**src/rtl/pc_sequencer.sv**
```systemverilog
// ============================================================================
// Module  : pc_sequencer
// Purpose : Program counter and fetch sequencer with start/done handshake.
//           Optional one-deep call/return link register under `PC_LINK_EN.
// Revision: 1.0 - initial release
// ============================================================================
`default_nettype none

module pc_sequencer #(
    parameter int D    = 12,
    parameter int OFFW = 8
) (
    input  logic            clk,
    input  logic            reset,
    input  logic            start,
    input  logic            abs_jump,
    input  logic [D-1:0]    target,
    input  logic            rel_jump,
    input  logic [OFFW-1:0] offset,
    input  logic            stall,
    input  logic            halt,
    input  logic            call_en,
    input  logic            ret_en,
    output logic [D-1:0]    prog_ctr,
    output logic            busy,
    output logic            done
);

    typedef enum logic [1:0] {
        S_IDLE = 2'd0,
        S_RUN  = 2'd1,
        S_DONE = 2'd2
    } state_t;

    state_t         state_q;
    logic [D-1:0]   pc_q;
    logic [D-1:0]   pc_d;
    logic           busy_q;
    logic           done_q;
    logic [D-1:0]   w_off_sext;
    logic [D-1:0]   w_pc_inc;

    // Both sums wrap silently modulo 2^D.
    assign w_off_sext = D'($signed(offset));
    assign w_pc_inc   = pc_q + D'(1);

`ifdef PC_LINK_EN
    logic [D-1:0]   link_q;

    always_comb begin
        pc_d = w_pc_inc;
        if (ret_en)        pc_d = link_q;
        else if (abs_jump) pc_d = target;
        else if (rel_jump) pc_d = pc_q + w_off_sext;
        else if (stall)    pc_d = pc_q;
    end
`else
    logic w_unused_link;
    assign w_unused_link = &{1'b0, call_en, ret_en};

    always_comb begin
        pc_d = w_pc_inc;
        if (abs_jump)      pc_d = target;
        else if (rel_jump) pc_d = pc_q + w_off_sext;
        else if (stall)    pc_d = pc_q;
    end
`endif

    always_ff @(posedge clk) begin
        if (reset) begin
            state_q <= S_IDLE;
            pc_q    <= '0;
            busy_q  <= 1'b0;
            done_q  <= 1'b0;
`ifdef PC_LINK_EN
            link_q  <= '0;
`endif
        end else begin
            case (state_q)
                S_IDLE, S_DONE: begin
                    if (start) begin
                        state_q <= S_RUN;
                        pc_q    <= '0;
                        busy_q  <= 1'b1;
                        done_q  <= 1'b0;
                    end
                end
                S_RUN: begin
                    if (halt) begin
                        state_q <= S_DONE;
                        busy_q  <= 1'b0;
                        done_q  <= 1'b1;
                    end else begin
                        pc_q <= pc_d;
`ifdef PC_LINK_EN
                        // Return address captured on the same edge as the call jump.
                        if (!ret_en && abs_jump && call_en)
                            link_q <= w_pc_inc;
`endif
                    end
                end
                default: begin
                    state_q <= S_IDLE;
                    busy_q  <= 1'b0;
                    done_q  <= 1'b0;
                end
            endcase
        end
    end

    assign prog_ctr = pc_q;
    assign busy     = busy_q;
    assign done     = done_q;

endmodule

`default_nettype wire

```
**config.mk**
```make
export PLATFORM = sky130hd
export DESIGN_NAME = pc_sequencer
export DESIGN_NICKNAME = d
export VERILOG_FILES = /design/src/rtl/pc_sequencer.sv
export SDC_FILE = /design/constraint.sdc
export NUM_CORES = 1
export LEC_CHECK = 0
export ABC_AREA = 0
export BUFFER_PORTS_ARGS = -buffer_cell sky130_fd_sc_hd__buf_2
export CAP_MARGIN = 10
export CORE_MARGIN = 3
export CORE_UTILIZATION = 40
export DETAILED_ROUTE_END_ITERATION = 16
export PLACE_DENSITY = 0.66
export REMOVE_ABC_BUFFERS = 1
export SLEW_MARGIN = 20
export SYNTH_ARGS = -nofsm -noshare
export SYNTH_HDL_FRONTEND = slang
export SYNTH_SLANG_ARGS = --single-unit
export TNS_END_PERCENT = 100
```
**constraint.sdc**
```tcl
create_clock -name clk -period 5.8 [get_ports clk]
set_input_delay 0.87 -clock clk [delete_from_list [all_inputs] [get_ports clk]]
set_output_delay 0.87 -clock clk [all_outputs]
set_load 0.05 [all_outputs]
```
==> reports/qor.yml, run 1 <==
status:
  status: "complete, no violations"
worst_setup_path:
  worstRegToRegCells: 9
  crit_type: "primary input to flip-flop"
  cp.required_ps: 6000
  path_max_fanout: 9
  critPathCaptureType: "flip-flop"
  reg2reg_slack_ps: 3500
  reg2reg_to: "prog_ctr[6]"
  crit_arrival_ps: 3020
  reg2reg_from: "prog_ctr[0]"
  start_kind: "primary input"
route:
  drtPass1Iterations: 4
  postRouteAntennaNets: 0
  wirelength_um: 3340
  via_per_inst: 5.43
  drc: 0
  wl_per_cell_um: 13.9
  vias: 1308
  drt_iter0_markers: 59
job:
  drv_cap: 0
grt:
  grt_start_max_net_pins: 26
  overflow: 0
  grt_pass1_vias: 1271
  grt_usage: 0.170
  grt_pass1_wl_um: 5550
  antenna_found_initial: 0
place:
  dpl_cell_area_um2: 1480
  place_congestion: 0.884
  placedCellCount: 237
  numPortBuffers: 40
  dp_hpwl_um: 2460
final_layout:
  fin_nets: 237
  design_area_um2: 1500
  layout-drive-gt1-share: 0.276
  final_common_cell: "buf_2"
  diodes: 0
  fin_cells: 241
  syn2layout_area_growth_pct: 18.9
  finalCoreUtilization: 0.523
  final_cell_mix: "buf_2, a21oi_1, nor2_1, dfxtp_1, nand2_1"
synth:
  yosysWarnings: 0
  synth_cell_types: 57
  ys_ff_latch: 15
  ys_seq_area_frac: 0.237
  netlist_area_um2: 1260
  synthesis.instances: 162
  synthFlopType: "dfxtp_1"
  ys_async_sr_fraction: 0
  synth_edf_count: 0
  syn-mean-instance-area_um2: 7.81
die:
  num_rows: 19
  die_area_um2: 3870
  die_h_um: 62.2
  die_width_um: 62.2
  ioPinCount: 43
  coreArea_um2: 2880
  start_util: 0.440
sta:
  maxSlewViolCount: 0
  holdWs_ps: 495
  rsz0062_at_grt: "no"
  fmax_ghz: 0.355
  finalCritPeriodShare: 0.485
  hold_viol: 0
  period_minus_slack_ps: 2810
  finalSetupTns_ps: 0
  finalSetupViolCount: 0
  skew_ps: 4.64
  max_slew_margin: 0.494
  tightest_slew_ps: 758
clock_tree:
  cts-buffers-inserted: 3
  clock_path_buffers: 2
  insertion_delay_ps: 290
  post_cts_resized: 0
  cts_tree: "yes"
  path_clk_slew_ps: 100
  cts_setup_buffers: 0
  root_buffer: "clkbuf_4"
  h-tree-depth: 1
  ctsHoldBuffers: 0
  clock-sinks: 15
hold_path:
  hp-class: "flip-flop to flip-flop"
  hold_path_depth: 2
  hp-start: "prog_ctr[4]"
  whs_endpoint: "prog_ctr[4]"
power_and_ir_drop:
  p_leak_nw: 0.681
  power_density_nw_per_um2: 160
  ir_drop_v: 0.0000924
## kinds of logic after synthesis
kind of cell,count (synthesis),synth area share
compound gates,52,0.281
xor+xnor,5,0.0346
fa+ha+maj,8,0.0851
buf+inv,13,0.0504
flops,15,0.237
mux,3,0.0247
simple gates,66,0.287
## synth_stat cells, types with 2 or more instances
cell type,instances,share of area
nand3_1,3,0.012
nand2_1,11,0.033
or3_1,4,0.020
o21a_1,2,0.012
mux2i_1,2,0.016
nor2_1,15,0.045
a21oi_1,18,0.071
dfxtp_1,15,0.24
and3_1,2,0.0099
and2_1,7,0.035
nand2b_1,2,0.0099
nor4_1,2,0.0099
nor3_1,4,0.016
nor2b_1,2,0.0099
clkbuf_1,3,0.0089
o21ai_0,9,0.036
xor2_1,2,0.014
inv_1,6,0.018
a21o_1,3,0.018
a31oi_1,4,0.020
xnor2_1,3,0.021
o21ai_1,2,0.0079
ha_1,7,0.069
## cell type report
cell class	count	area (µm²)
inverter	6	22.5
tap	42	52.6
multi-input combinational	134	901
clock inverter	1	5.00
fill	296	1370
clock buffer	3	22.5
sequential	15	300
timing repair buffer	40	200
## worst max-delay path, stage by stage
cell and delay, ps:
buf_2 200, nand2_1 120, inv_1 80, ha_1 240, a211oi_2 280, o211ai_2 160, a2111oi_4 400, xnor2_1 100
or3_1 340, a311oi_1 230
## how the worst max path moves through the flow
stage	cells past startpoint	slack (ps)	from	end
after CTS	10	2970	rel_jump	prog_ctr[9]
after global routing	10	2790	rel_jump	prog_ctr[9]
final	10	2990	rel_jump	prog_ctr[9]
after global placement	10	2750	rel_jump	prog_ctr[9]
after detailed placement	10	2650	rel_jump	prog_ctr[9]
after floorplan	9	3030	offset[1]	prog_ctr[9]
## metal layers
layer  GRT usage  wire length [µm]
met5           0                 0
met4      0.0470                 6
met3      0.0378               176
met2       0.294              1580
met1       0.212              1580
## metrics by stage
stage / total power, W / setup WS [ps]
6_report: 0.000240 / 2990
3_3_place_gp: 0.000177 / 2750
4_1_cts: 0.000244 / 2970
5_1_grt: 0.000254 / 2790
3_5_place_dp: 0.000179 / 2650
2_1_floorplan: 0.000155 / 3030
## state kept, by name, summed over array words and instances (netlist names)
name      flops
prog_ctr     12
busy          1
state_q       1
done          1
## power by group
group / internal [W] / switching, W / total [W]
combinational: 0.0000255 / 0.0000409 / 0.0000664
clock: 0.0000256 / 0.0000379 / 0.0000635
sequential: 0.000107 / 0.00000387 / 0.000110
No activity file was read; power rests on OpenSTA's default activity.
==> run 2: changes to the inputs <==
==> constraint.sdc (replaced) <==
create_clock -name clk -period 2.6 [get_ports clk]
set_input_delay 0.39 -clock clk [delete_from_list [all_inputs] [get_ports clk]]
set_output_delay 0.39 -clock clk [all_outputs]
set_load 0.05 [all_outputs]
==> reports/qor.yml, run 2 (synthesis gave the netlist of run 1 again) <==
status:
  status: "complete, no violations"
worst_setup_path:
  path_max_fanout: 8  # -1
  cp.required_ps: 2800  # -3200 ps
  crit_type: "primary input to flip-flop"
  critPathCaptureType: "flip-flop"
  reg2reg_from: "prog_ctr[1]"
  start_kind: "primary input"
  cp-startpoint: "rel_jump"
  crit_arrival_ps: 2520  # -500 ps
route:
  drt_iter0_markers: 56  # -5.1%
  via_per_inst: 5.50  # +1.3%
  postRouteAntennaNets: 0  # unchanged
  vias: 1369  # +4.7%
  wl_per_cell_um: 13.8  # -0.49%
  drc: 0  # unchanged
  wirelength_um: 3440  # +2.8%
  drtPass1Iterations: 4  # unchanged
sta:
  skew_ps: 4.62  # -0.0155 ps
  fmax_ghz: 0.432
  finalCritPeriodShare: 0.891
  tightest_slew_ps: 370  # -388 ps
  rsz0062_at_grt: "no"
  finalSetupViolCount: 0  # unchanged
  hold_viol: 0  # unchanged
  period_minus_slack_ps: 2320
  maxSlewViolCount: 0  # unchanged
  finalWorstSetupSlack_ps: 283  # -2700 ps
  max_slew_margin: 0.753  # +0.259
place:
  placedCellCount: 245  # +3.4%
  dp_hpwl_um: 2590  # +4.9%
  numPortBuffers: 40  # unchanged
  place_ws_ps: -62.1  # -2710 ps
  place_congestion: 0.865  # -2.1%
final_layout:
  final_cell_mix: "buf_2, a21oi_1, nor2_1, dfxtp_1, nand2_1"
  syn2layout_area_growth_pct: 23.6
  nFillCells: 269  # -9.1%
  largest_reg_flops: 12  # unchanged
  fin_nets: 245  # +3.4%
  diodes: 0  # unchanged
  final_common_cell: "buf_2"
  fin_cells: 249  # +3.3%
  layout-drive-gt1-share: 0.304  # +0.0280
clock_tree:
  h-tree-depth: 1  # unchanged
  path_clk_slew_ps: 100  # about the same
  insertion_delay_ps: 290  # about the same
  cts_setup_buffers: 0  # unchanged
  cts-buffers-inserted: 3  # unchanged
  clock_path_buffers: 2  # unchanged
  cts_tree: "yes"
  root_buffer: "clkbuf_4"
  post_cts_resized: 0  # unchanged
  clock-sinks: 15  # unchanged
  ctsHoldBuffers: 0  # unchanged
die:
  num_rows: 19  # unchanged
  die_width_um: 62.2  # unchanged
  ioPinCount: 43  # unchanged
  start_util: 0.440  # unchanged
  die_h_um: 62.2  # unchanged
  coreArea_um2: 2880  # unchanged
  die_area_um2: 3870  # unchanged
hold_path:
  hp-class: "primary input to flip-flop"
  hp-start: "target[5]"
job:
  drv_cap: 0  # unchanged
power_and_ir_drop:
  ir_drop_v: 0.000222  # +140%
  p_leak_nw: 0.719  # +5.6%
  power_density_nw_per_um2: 346  # +120%
grt:
  grt_usage: 0.182  # +0.0114
  grt_start_max_net_pins: 25  # -3.8%
  grt_pass1_wl_um: 5860  # +5.6%
  overflow: 0  # unchanged
  antenna_found_initial: 0  # unchanged
  grt_pass1_vias: 1320  # +3.9%
==> run 2: changes by cell type in the layout (fill, tap and decap cells not counted), sizes merged <==
| cell | change |
|---|---|
| buf | +8 |
==> run 2: critical path: stages <==
cell       delay, ps
buf_2            160
nand2_1           90
inv_1             50
ha_1             300
a211oi_2         300
o211ai_2         160
a2111oi_4        400
xnor2_1           90
or3_1            350
a311oi_1         220
==> run 2: path summary, 6_finish.rpt <==
kind	endpoint	slack (ps)	cells past startpoint
worst min register to register	prog_ctr[4]	500	2
worst min-delay path	prog_ctr[5]	360	3
worst max-delay path	prog_ctr[9]	280	10
worst max register to register	prog_ctr[9]	300	7
==> run 2: routing by layer <==
metal | GRT usage | wire [µm] | vias to the layer above
met3 | 0.0396 | 255 | 8
met4 | 0.0691 | 44 | 0
met1 | 0.234 | 1570 | 634
met5 | 0 | 0 | -
met2 | 0.297 | 1570 | 45
li1 | - | - | 682
==> run 2: final cells by class <==
type	instances	area, µm²	area share
Multi-Input combinational cell	134	901	0.576
Sequential cell	15	300	0.192
Timing Repair Buffer	48	260	0.166
Tap cell	42	52.6	0.0336
Clock buffer	3	22.5	0.0144
Inverter	6	22.5	0.0144
Clock inverter	1	5.00	0.00320
==> run 2: power breakdown <==
group | leakage (nW) | switching, W | total [W] | internal, W
Clock | 0.0177 | 0.0000815 | 0.000139 | 0.0000571
Combinational | 0.579 | 0.0000934 | 0.000157 | 0.0000636
Sequential | 0.122 | 0.00000856 | 0.000246 | 0.000238
==> run 2: through the flow <==
step | cell area, µm² | total power, W | setup TNS, ps | utilization | hold slack [ps]
finish | 1560 | 0.000542 | 0 | 0.544 | 365
CTS | 1560 | 0.000549 | 0 | 0.544 | 360
global placement | 1540 | 0.000403 | 0 | 0.534 | 472
global route | 1560 | 0.000574 | 0 | 0.544 | 364
detailed placement | 1540 | 0.000408 | -62.1 | 0.534 | 482
floorplan | 1220 | 0.000345 | 0 | - | 459
==> run 3: changes to the inputs <==
--- a/config.mk
+++ b/config.mk
@@ -5,7 +5,7 @@
 export SDC_FILE = /design/constraint.sdc
 export NUM_CORES = 1
 export LEC_CHECK = 0
-export ABC_AREA = 0
+export ABC_AREA = 1
 export BUFFER_PORTS_ARGS = -buffer_cell sky130_fd_sc_hd__buf_2
 export CAP_MARGIN = 10
 export CORE_MARGIN = 3
==> reports/qor.yml, run 3 <==
synth:
  synth.largest_area_cell: "dfxtp_1"
  netlist_area_um2: 1300  # +3.1%
  yosysWarnings: 0  # unchanged
  synthTopCellsByCount: "nand2_1, inv_1, nor2_1"
  synth_cell_types: 25  # -56%
  synth_edf_count: 0  # unchanged
  synthesis.instances: 222  # +37%
  syn-mean-instance-area_um2: 5.87  # -25%
  synthFlopType: "dfxtp_1"
  synth_most_common_cell: "nand2_1"
  ys_ff_latch: 15  # unchanged
  ys_seq_area_frac: 0.230  # -0.00706
  synth_top_area_frac: 0.230  # -0.00706
  ys_async_sr_fraction: 0  # unchanged
  synthTopCellsByArea: "dfxtp_1, nand2_1, inv_1"
clock_tree:
  post_cts_resized: 0  # unchanged
  clock_path_buffers: 2  # unchanged
  h-tree-depth: 1  # unchanged
  path_clk_slew_ps: 100  # about the same
  root_buffer: "clkbuf_4"
  clock-sinks: 15  # unchanged
  insertion_delay_ps: 280  # about the same
  cts-buffers-inserted: 3  # unchanged
  cts_tree: "yes"
  cts_setup_buffers: 0  # unchanged
  ctsHoldBuffers: 0  # unchanged
route:
  vias: 1427  # +4.2%
  drt-met1-wl_um: 1650  # +4.8%
  wl_per_cell_um: 10.5  # -24%
  drtPass1Iterations: 4  # unchanged
  drt_iter0_markers: 27  # -52%
  dr_wl_met2_um: 1410  # -10%
  via_per_inst: 4.65  # -15%
  top_layer: "met4"
  dr_wl_met3_um: 133  # -48%
  postRouteAntennaNets: 0  # unchanged
  drc: 0  # unchanged
  wirelength_um: 3210  # -6.6%
worst_setup_path:
  cp-startpoint: "rel_jump"
  reg2reg_from: "prog_ctr[0]"
  critPathCaptureType: "flip-flop"
  start_kind: "primary input"
  cp-endpoint: "prog_ctr[10]"
  worstRegToRegCells: 11  # +4
  reg2reg_slack_ps: 760  # +460 ps
  path_max_fanout: 13  # +5
  crit_arrival_ps: 2170  # -350 ps
  cp.required_ps: 2780  # -20 ps
  reg2reg_to: "prog_ctr[8]"
  crit_type: "primary input to flip-flop"
grt:
  overflow: 0  # unchanged
  grt_pass1_wl_um: 5670  # -3.2%
  antenna_found_initial: 0  # unchanged
  grt_pass1_vias: 1269  # -3.9%
  grt_start_max_net_pins: 20  # -20%
  grt_usage: 0.174  # -0.00789
hold_path:
  hp-class: "primary input to flip-flop"
sta:
  max_slew_margin: 0.787  # +0.0346
  period_minus_slack_ps: 1990  # -323 ps
  finalWorstSetupSlack_ps: 606  # +323 ps
  skew_ps: 1.96  # -2.66 ps
  rsz0062_at_grt: "no"
  hold_viol: 0  # unchanged
  finalSetupViolCount: 0  # unchanged
  fmax_ghz: 0.502  # +16%
  maxSlewViolCount: 0  # unchanged
  holdWs_ps: 348  # -16.6 ps
  tightest_slew_ps: 318  # -51.8 ps
  finalCritPeriodShare: 0.767  # -0.124
  finalSetupTns_ps: 0  # unchanged
place:
  dp_hpwl_um: 2470  # -4.6%
  place_congestion: 0.817  # -5.6%
  dpl_cell_area_um2: 1540  # +0.49%
  placedCellCount: 303  # +24%
  place_ws_ps: 278  # +341 ps
  numPortBuffers: 40  # unchanged
die:
  ioPinCount: 43  # unchanged
  num_rows: 20  # +1
  start_util: 0.424  # -0.0162
  coreArea_um2: 3080  # +7.0%
  die_width_um: 63.1  # +1.4%
  die_area_um2: 3980  # +2.8%
  die_h_um: 63.1  # +1.4%
power_and_ir_drop:
  ir_drop_v: 0.000187  # -16%
  p_leak_nw: 0.882  # +23%
  internal_power_w: 0.000359  # about the same
  pwr-share-comb: 0.318  # +0.028
  switching_power_w: 0.000211  # +15%
  sequentialPowerShare: 0.435  # -0.019
  power_density_nw_per_um2: 363  # +4.7%
  pwr-share-clk: 0.247  # -0.009
  sw_frac_of_total: 0.371  # +0.0320
final_layout:
  largest_reg_flops: 12  # unchanged
  final_common_cell: "nand2_1"
  layout-drive-gt1-share: 0.221  # -0.0838
  fin_nets: 301  # +23%
  final_cell_mix: "nand2_1, buf_2, inv_1"
  syn2layout_area_growth_pct: 20.5
  diodes: 0  # unchanged
  fin_cells: 307  # +23%
  design_area_um2: 1570  # +0.48%
job:
  drv_cap: 0  # unchanged
status:
  status: "complete, no violations"
==> run 3: worst max-delay path: stages <==
cell and delay (ps):
buf_2 240, inv_1 80, or2_2 280, ha_1 200, inv_1 70, fa_1 210, inv_1 60, nand2_1 60
nand3_1 130, nand2_1 120, nand2_1 50, nand2_1 50, nand3_1 70, nand2_1 90, a21oi_2 50
==> run 3: kinds of logic after synthesis <==
logic type               Yosys count  synth area share
AND/OR/NAND/NOR                  122             0.387
buffers and inverters             37             0.113
AO/OA/AOI/OAI                     33             0.140
flip-flops                        15             0.230
adder cells (fa/ha/maj)            8            0.0825
XOR/XNOR                           7            0.0470
==> run 3: layer usage <==
layer | up-vias | GRT usage
met5 | - | 0
met3 | 2 | 0.0357
li1 | 779 | -
met2 | 24 | 0.260
met1 | 622 | 0.245
met4 | 0 | 0.0634
==> run 3: stage by stage <==
step	util	total power, W
after CTS	0.511	0.000581
after floorplan	-	0.000374
final	0.511	0.000570
after global placement	0.502	0.000435
after detailed placement	0.502	0.000435
after global routing	0.511	0.000613
==> run 3: worst min path at each step <==
stage               startpoint  depth (start not counted)      endpoint  slack [ps]
CTS                       halt                          3          done         350
floorplan                reset                          1  prog_ctr[10]         450
finish                    halt                          3          done         350
detailed placement        busy                          2          busy         460
global route             start                          4          done         350
global placement          busy                          2          busy         450
==> run 3: power by group through the flow <==
stage | Sequential, W | Combinational, W | Clock, W
floorplan | 0.000283 | 0.0000919 | 0
global placement | 0.000253 | 0.000182 | 0
detailed placement | 0.000253 | 0.000182 | 0
CTS | 0.000248 | 0.000183 | 0.000150
global route | 0.000250 | 0.000206 | 0.000158
finish | 0.000248 | 0.000181 | 0.000140
==> run 3: cell type report <==
class	count	area, µm²
well taps	44	55.1
inverters	33	125
fillers	377	1510
flip-flops and latches	15	300
repair buffers	41	208
clock inverters	1	5.00
multi-input cells	170	856
clock buffers	3	22.5
